--- config.mk ---
export PLATFORM = sky130hd
export DESIGN_NAME = mem_port_arbiter
export DESIGN_NICKNAME = d
export VERILOG_FILES = /design/src/rtl/mem_port_arbiter.sv
export SDC_FILE = /design/constraint.sdc
export NUM_CORES = 1
export LEC_CHECK = 0
export BUFFER_PORTS_ARGS = -buffer_cell sky130_fd_sc_hd__buf_2
export CAP_MARGIN = 25
export CORE_MARGIN = 2
export CORE_UTILIZATION = 30
export CTS_CLUSTER_SIZE = 40
export DETAILED_ROUTE_END_ITERATION = 10
export PLACE_DENSITY = 0.56
export SLEW_MARGIN = 5
export SYNTH_ARGS = -nofsm -noshare
export SYNTH_HDL_FRONTEND = slang
export SYNTH_SLANG_ARGS = --single-unit
--- constraint.sdc ---
create_clock -name clk -period 5.2 [get_ports clk]
set_input_delay 1.56 -clock clk [delete_from_list [all_inputs] [get_ports clk]]
set_output_delay 1.56 -clock clk [all_outputs]
set_load 0.02 [all_outputs]
--- src/rtl/mem_port_arbiter.sv ---
// Two-port (fetch / load-store) arbiter in front of the shared data memory.
// Round-robin on conflict, one checked memory access per grant, registered ack pulse.
module mem_port_arbiter #(
    parameter int MEM_BYTES = 1024,
    parameter int CNT_W     = 16
) (
    input  logic             clk,
    input  logic             rst,
    input  logic             i_req,
    input  logic [31:0]      i_addr,
    output logic             i_ack,
    output logic [31:0]      i_rdata,
    output logic             i_err,
    input  logic             d_req,
    input  logic             d_we,
    input  logic [2:0]       d_func3,
    input  logic [31:0]      d_addr,
    input  logic [31:0]      d_wdata,
    output logic             d_ack,
    output logic [31:0]      d_rdata,
    output logic             d_err,
    output logic [31:0]      mem_addr,
    output logic [31:0]      mem_wdata,
    output logic             mem_write,
    output logic             mem_read,
    output logic [2:0]       mem_func3,
    input  logic [31:0]      mem_rdata,
    output logic [CNT_W-1:0] conflict_cnt
);

    typedef enum logic {IDLE, BUSY} state_t;

    typedef struct packed {
        logic        port_d;
        logic        we;
        logic [2:0]  func3;
        logic [31:0] addr;
        logic [31:0] wdata;
    } acc_t;

    state_t      state, state_nxt;
    acc_t        acc, acc_nxt;
    logic        last_d, last_d_nxt;
    logic        i_elig, d_elig, grant_d;
    logic        f3_bad, misal, oob, acc_ok, mem_go;
    logic [1:0]  size_m1;
    logic [32:0] acc_end;

    // A port is not re-granted in the cycle its own ack is showing.
    assign i_elig = i_req && !i_ack;
    assign d_elig = d_req && !d_ack;

    always_comb begin
        state_nxt  = state;
        acc_nxt    = acc;
        last_d_nxt = last_d;
        grant_d    = 1'b0;
        unique case (state)
            IDLE: begin
                if (i_elig || d_elig) begin
                    grant_d    = d_elig && !(i_elig && last_d);
                    last_d_nxt = grant_d;
                    state_nxt  = BUSY;
                    if (grant_d)
                        acc_nxt = '{port_d: 1'b1, we: d_we, func3: d_func3,
                                    addr: d_addr, wdata: d_wdata};
                    else
                        acc_nxt = '{port_d: 1'b0, we: 1'b0, func3: 3'b010,
                                    addr: i_addr, wdata: 32'h0};
                end
            end
            BUSY: state_nxt = IDLE;
            default: state_nxt = IDLE;
        endcase
    end

    // Access check on the latched request; size_m1 is access bytes minus one.
    always_comb begin
        unique case (acc.func3[1:0])
            2'b00:   size_m1 = 2'd0;
            2'b01:   size_m1 = 2'd1;
            default: size_m1 = 2'd3;
        endcase
        f3_bad  = (acc.func3 == 3'b011) || (acc.func3 == 3'b110) || (acc.func3 == 3'b111) ||
                  (acc.func3[2] && acc.we);
        misal   = ((acc.func3[1:0] == 2'b10) && (acc.addr[1:0] != 2'b00)) ||
                  ((acc.func3[1:0] == 2'b01) && acc.addr[0]);
        acc_end = {1'b0, acc.addr} + {31'd0, size_m1};
        oob     = acc_end >= 33'(MEM_BYTES);
        acc_ok  = !(f3_bad || misal || oob);
    end

    // Memory is only driven in a BUSY cycle with a legal access and never under reset.
    assign mem_go    = (state == BUSY) && acc_ok && !rst;
    assign mem_addr  = mem_go ? acc.addr  : 32'h0;
    assign mem_wdata = mem_go ? acc.wdata : 32'h0;
    assign mem_func3 = mem_go ? acc.func3 : 3'b000;
    assign mem_read  = mem_go && !acc.we;
    assign mem_write = mem_go && acc.we;

    always_ff @(posedge clk) begin
        if (rst) begin
            state        <= IDLE;
            acc          <= '0;
            last_d       <= 1'b1;
            i_ack        <= 1'b0;
            d_ack        <= 1'b0;
            i_err        <= 1'b0;
            d_err        <= 1'b0;
            i_rdata      <= 32'h0;
            d_rdata      <= 32'h0;
            conflict_cnt <= '0;
        end else begin
            state  <= state_nxt;
            acc    <= acc_nxt;
            last_d <= last_d_nxt;
            i_ack  <= (state == BUSY) && !acc.port_d;
            d_ack  <= (state == BUSY) && acc.port_d;
            if (state == BUSY) begin
                if (acc.port_d) begin
                    d_err   <= !acc_ok;
                    d_rdata <= (acc_ok && !acc.we) ? mem_rdata : 32'h0;
                end else begin
                    i_err   <= !acc_ok;
                    i_rdata <= acc_ok ? mem_rdata : 32'h0;
                end
            end
            if ((state == IDLE) && i_elig && d_elig && (conflict_cnt != '1))
                conflict_cnt <= conflict_cnt + CNT_W'(1);
        end
    end

endmodule

-- After elaboration in Yosys (flattened, before gate mapping)
Index checks and enable logic that the tools add are counted.
- output and inout bits: 153
- logic and storage cells: 70
- input bits: 136
- flip-flop bits (word level): 155
- eq/ne operators: 6
- $add $sub $neg: 2
- reduce and logical (&&, ||, !) cells: 36
- bitwise gates (word level): 2
- mux-type cells: 9
- $lt $le $gt $ge: 1
- operators with widths (operator ; count):
    two-way mux 32 bit ; 4
    two-way mux 69 bit ; 1
    adder 32 x 2 -> 33 bit ; 1
    greater-or-equal comparator 33 x 11 -> 1 bit, second input constant ; 1
    logical AND 1 bit ; 17
    adder 16 x 1 -> 16 bit, second input constant ; 1
    != test 16 bit, second input constant ; 1
    logical NOT 1 bit ; 7
    logical OR 1 bit ; 7
    == test 3 bit, second input constant ; 2
    AND reduction 2 bit ; 3
    case mux 2 bit (2 select lines) ; 1
    == test 3 x 2 -> 1 bit, second input constant ; 1
    two-way mux 3 bit ; 1
    == test 2 x 1 -> 1 bit, second input constant ; 1
    == test 2 bit, second input constant ; 1
    logical NOT 2 bit ; 1
    NOT 1 bit ; 2
    case mux 1 bit (2 select lines) ; 1
    nonzero test 2 bit ; 1
    two-way mux 1 bit ; 1

-- Longest topological paths before layout
- word-level depth: 10
- depth in mapped cells: 13
- gate-level depth less buffers: 11

-- Worst setup path before layout
No wires, ideal clock.
- kind: reg2out
- start: reg acc[65] (netlist bit)
- end: out mem_wdata[14]
- buffers on the path: 2
- slack: 258 ps
- required time: 3640 ps
- stages on the path, launching flop included: 13
- data arrival time: 3382 ps
- path through: dfxtp_1 > or2_2 > ha_1 > inv_1 > fa_1 > and4b_4 > nand3_4 > or4_1 > a22o_1 > a2111oi_4 > clkbuf_2 > buf_4 > and4_1
- word-level cells in the longest chain between the ends: 10
- elaborated cells between the ends (all ways): 21
- classes of those cells: add/sub: 1; order compare: 1; eq/ne: 5; mux: 2; reduce/logical: 12
- ends and longest elaborated chain (what ; RTL line ; RTL):
    start: declaration ; 42 ; acc_t acc, acc_nxt;
    start signal: assignment ; 115 ; acc <= acc_nxt;
    parallel branches: the longest is 5 deep, another holds adder 32 x 2 -> 33 bit ; -- ;
    logical OR 1 bit (*) ; 90 ; acc_ok = !(f3_bad || misal || oob);
    logical NOT 1 bit (*) ; 90 ;
    logical AND 1 bit (*) (2 in series) ; 94 ; assign mem_go = (state == BUSY) && acc_ok && !rst;
    two-way mux 32 bit (*) ; 96 ; assign mem_wdata = mem_go ? acc.wdata : 32'h0;
    end: declaration ; 23 ; output logic [31:0] mem_wdata,
Mark *: on every way between the ends.

-- Final worst setup path
- start: reg acc[65] (netlist bit)
- end: out mem_addr[8]
- word-level cells in the longest chain between the ends: 10
- elaborated cells between the ends (all ways): 21
- classes of those cells: add/sub: 1; order compare: 1; eq/ne: 5; mux: 2; reduce/logical: 12
- ends and longest elaborated chain (what ; RTL line ; RTL):
    parallel branches: the longest is 5 deep, another holds adder 32 x 2 -> 33 bit ; -- ;
    logical OR 1 bit (*) ; 90 ;
    logical NOT 1 bit (*) ; 90 ;
    logical AND 1 bit (*) (2 in series) ; 94 ;
    two-way mux 32 bit (*) ; 95 ; assign mem_addr = mem_go ? acc.addr : 32'h0;
    end: declaration ; 22 ; output logic [31:0] mem_addr,
Marked as above.

==> results.json <==
{
  "status": "complete, no violations",
  "required_ns": 3.64,
  "grt_pass1_vias": 6938,
  "fp.dieH_um": 166,
  "setup_viol": 0,
  "period_minus_slack_ns": 5.09,
  "fin_crit_sh_pct": 97.8,
  "ir_drop_mv": 0.144,
  "path_class": "flop to output port",
  "drtIter0Drc": 438,
  "critPathLaunchType": "flop",
  "clockPowerShare_pct": 41.6,
  "seq_area_frac_synth_pct": 39.6,
  "crit_chain": "or2_4, ha_4, inv_2, fa_2, and4b_4, nand3_4, or4_1, a22o_1, a2111oi_4, buf_4, buf_8, clkbuf_16, and4_1, buf_6",
  "cts_tree": "yes",
  "core_area_um2": 25800,
  "area_delta_synth_final_pct": 32.4,
  "hold_class": "flop to flop",
  "power_frac_comb_pct": 15.7,
  "grt_use_total_pct": 17.9,
  "ios": 289,
  "clkLatencyLatePin_ns": 0.42,
  "antenna_found_initial": 2,
  "maxSlewHeadroom_pct": 39.1,
  "layout_setup_ws_ns": 0.115,
  "cts_sinks": 155,
  "clk_path_buf_depth": 2,
  "skew_ns": 0.0124,
  "rows": 59,
  "grt_overflow": 0,
  "report.final.hold_viol_count": 0,
  "die_area_um2": 27400,
  "place.gp.congestion": 0.813,
  "arrival_ns": 3.53,
  "crit_slowest_cell": "or4_1",
  "vias_per_cell": 5.03,
  "fmax_mhz": 197,
  "yosysUniqueCellTypes": 62,
  "tightestPinTransition_ns": 0.913,
  "drc": 0,
  "nNetsFinal": 1254,
  "slowest_delay_ns": 0.41,
  "synth_area_um2": 7830,
  "grt_pass1_wl_um": 38300,
  "routed_wl_um": 25900,
  "yosysTopAreaCell": "dfxtp_1",
  "hpwl_um": 16000,
  "synth_area_leaders": "dfxtp_1, and4_1, o21ai_2",
  "swShare_pct": 29.9,
  "synth_edf_count": 0,
  "cts_root_buf": "clkbuf_16",
  "ys_warn_count": 0,
  "crit_fanout": 7,
  "p_switching_w": 0.000904,
  "avgSynthCellArea_um2": 9.04,
  "powerDensity_nw_per_um2": 291,
  "numCtsBuffers": 17,
  "start_util_pct": 30.3,
  "holdBufCountCts": 0,
  "grt_max_degree": 88,
  "place_ws_ns": 0.231,
  "power_frac_seq_pct": 42.7,
  "first_pass_iters": 4,
  "die_x_um": 166,
  "postRouteAntennaNets": 0,
  "avgRoutedWirePerCell_um": 17.7,
  "dp.cells": 1408,
  "drive_above_1_share_pct": 40.1,
  "fin_cells": 1465,
  "endpoint_kind": "output port",
  "netlist.area_leader.share_pct": 39.6,
  "io_buffers": 267,
  "dr_total_vias": 7369,
  "finalMaxSlewViolations": 0,
  "clk_pin_slew_ns": 0.06,
  "power_leakage_nw": 4.39,
  "synth_seq_cells": 155,
  "synthArstFlopShare_pct": 0,
  "p_int_w": 0.00212,
  "maxCapViolations": 0,
  "ctsHtreeMaxLevel": 4,
  "ys.flop_type": "dfxtp_1",
  "synth_cells": 866
}
power by group through the flow:
stage               registers (W)  clock network [W]  logic (W)
floorplan                 0.00129                  0   0.000278
global placement          0.00132                  0   0.000391
detailed placement        0.00131                  0   0.000396
CTS                       0.00129            0.00130   0.000447
global route              0.00130            0.00135   0.000516
finish                    0.00129            0.00126   0.000474
sequential cells by signal (all words and copies together), names as in the netlist:
register and cells:
i_rdata 32, acc 69, state 1, last_d 1, d_ack 1, conflict_cnt 16
i_err 1, d_err 1, i_ack 1, d_rdata 32
layout by cell type (no fill, tap or decap), types with 3 or more instances in the layout:
| cell | n |
|---|---|
| nand3_1 | 12 |
| a21o_1 | 3 |
| xor2_1 | 11 |
| inv_8 | 3 |
| buf_6 | 5 |
| or3_1 | 3 |
| clkinv_4 | 4 |
| buf_4 | 59 |
| nand2b_1 | 4 |
| diode_2 | 3 |
| and2_1 | 5 |
| mux2i_1 | 36 |
| conb_1 | 21 |
| o21ai_2 | 50 |
| inv_6 | 4 |
| and2_4 | 8 |
| nor2_1 | 96 |
| clkbuf_16 | 20 |
| a31oi_1 | 3 |
| nand3b_1 | 32 |
| a211oi_1 | 33 |
| a22oi_1 | 35 |
| nor2b_1 | 3 |
| buf_2 | 230 |
| nor3_1 | 8 |
| nand2_1 | 80 |
| or4b_2 | 31 |
| dfxtp_1 | 153 |
| o21ai_0 | 17 |
| inv_1 | 9 |
| a311oi_1 | 3 |
| xnor2_1 | 12 |
| o22ai_1 | 3 |
| a21oi_1 | 6 |
| and4_1 | 53 |
| nand4_1 | 15 |
cell usage after synthesis, types with 2 or more instances:
master      n
buf_2       4
buf_12      5
a21oi_1     9
a211oi_1   33
and2_1      5
nand4_1    15
inv_1      10
nand3_1    12
o31ai_1     2
mux2i_1    36
or3_1       3
o22ai_1     3
xnor2_1    12
nor2_1     97
a22oi_1    35
a22o_1      2
nor4_4      2
a21o_1      3
xor2_1     11
buf_4      22
a31oi_1     4
or2_2       2
dfxtp_1   155
clkbuf_1   62
a41oi_1     2
nand3b_1   32
nand2_1    80
clkbuf_2    4
buf_6       2
buf_1       2
o21ai_2    50
a311oi_1    4
nand2b_1    4
or4b_2     31
and4_1     53
nor3_1      9
ha_1        3
o21ai_0    17
or4_1       2
nor2b_1     5
path summary, 6_finish.rpt:
check	start	end	slack, ns	depth (start not counted)
setup / recovery	acc[65]	mem_addr[8]	0.11	14
setup reg to reg	acc[65]	d_rdata[2]	1.41	16
hold / removal	d_rdata[0]	d_rdata[0]	0.45	2
hold reg to reg	d_rdata[0]	d_rdata[0]	0.45	2
kinds of logic (layout without fill, tap and decap cells):
kind of cell               after synthesis  count (layout)  share of synthesized area [%]
and+or+nand+nor                        363             370                           27.6
AOI/OAI and AO/OA                      173             173                           17.1
DFF                                    155             155                           39.6
buffers and inverters                  111             345                           7.74
muxes                                   36              36                           4.60
xor gates and xnor gates                23              23                           2.57
adders and majority gates                4               4                          0.735
other                                    1              24                         0.0479
critical path: cells and delay by family (launching register included):
family,cells,cell delay [ns]
compound gates,2,0.43
flops,1,0.33
simple gates,5,1.23
fa+ha+maj,2,0.47
buf+inv,5,0.64
per-stage QoR:
step | area, um^2 | util [%] | total power [W] | hold slack, ns | setup TNS (ns)
global route | 10400 | 40.1 | 0.00316 | 0.467 | -0.0448
detailed placement | 9320 | 36.1 | 0.00171 | 0.436 | 0
CTS | 10200 | 39.5 | 0.00303 | 0.453 | 0
global placement | 9310 | 36.0 | 0.00171 | 0.427 | 0
finish | 10400 | 40.1 | 0.00302 | 0.447 | 0
floorplan | 7900 | - | 0.00157 | 0.438 | 0
metal layers:
layer	up-vias	routed length, um	track usage, %
met5	-	13	0
met3	33	1610	4.10
met2	259	12000	29.3
li1	3633	-	-
met1	3442	11800	23.4
met4	2	448	5.33
final cells by class:
class | instances | area (um^2)
Tap cell | 335 | 419
Antenna cell | 3 | 7.51
Fill cell | 2632 | 15500
Multi-Input combinational cell | 627 | 4360
Sequential cell | 155 | 3110
Clock buffer | 18 | 429
Inverter | 10 | 37.5
Clock inverter | 14 | 155
Timing Repair Buffer | 303 | 1850
repair_timing:
item | 4_1_cts | 5_1_grt
resized for setup | 47 | 21
setup endpoints to repair | 48 | 48
setup buffers | 9 | 0
hold endpoints to repair | 0 | 0
gates cloned | 9 | 4
pin swaps | 4 | 4
Power figures use the tool's default switching activity.
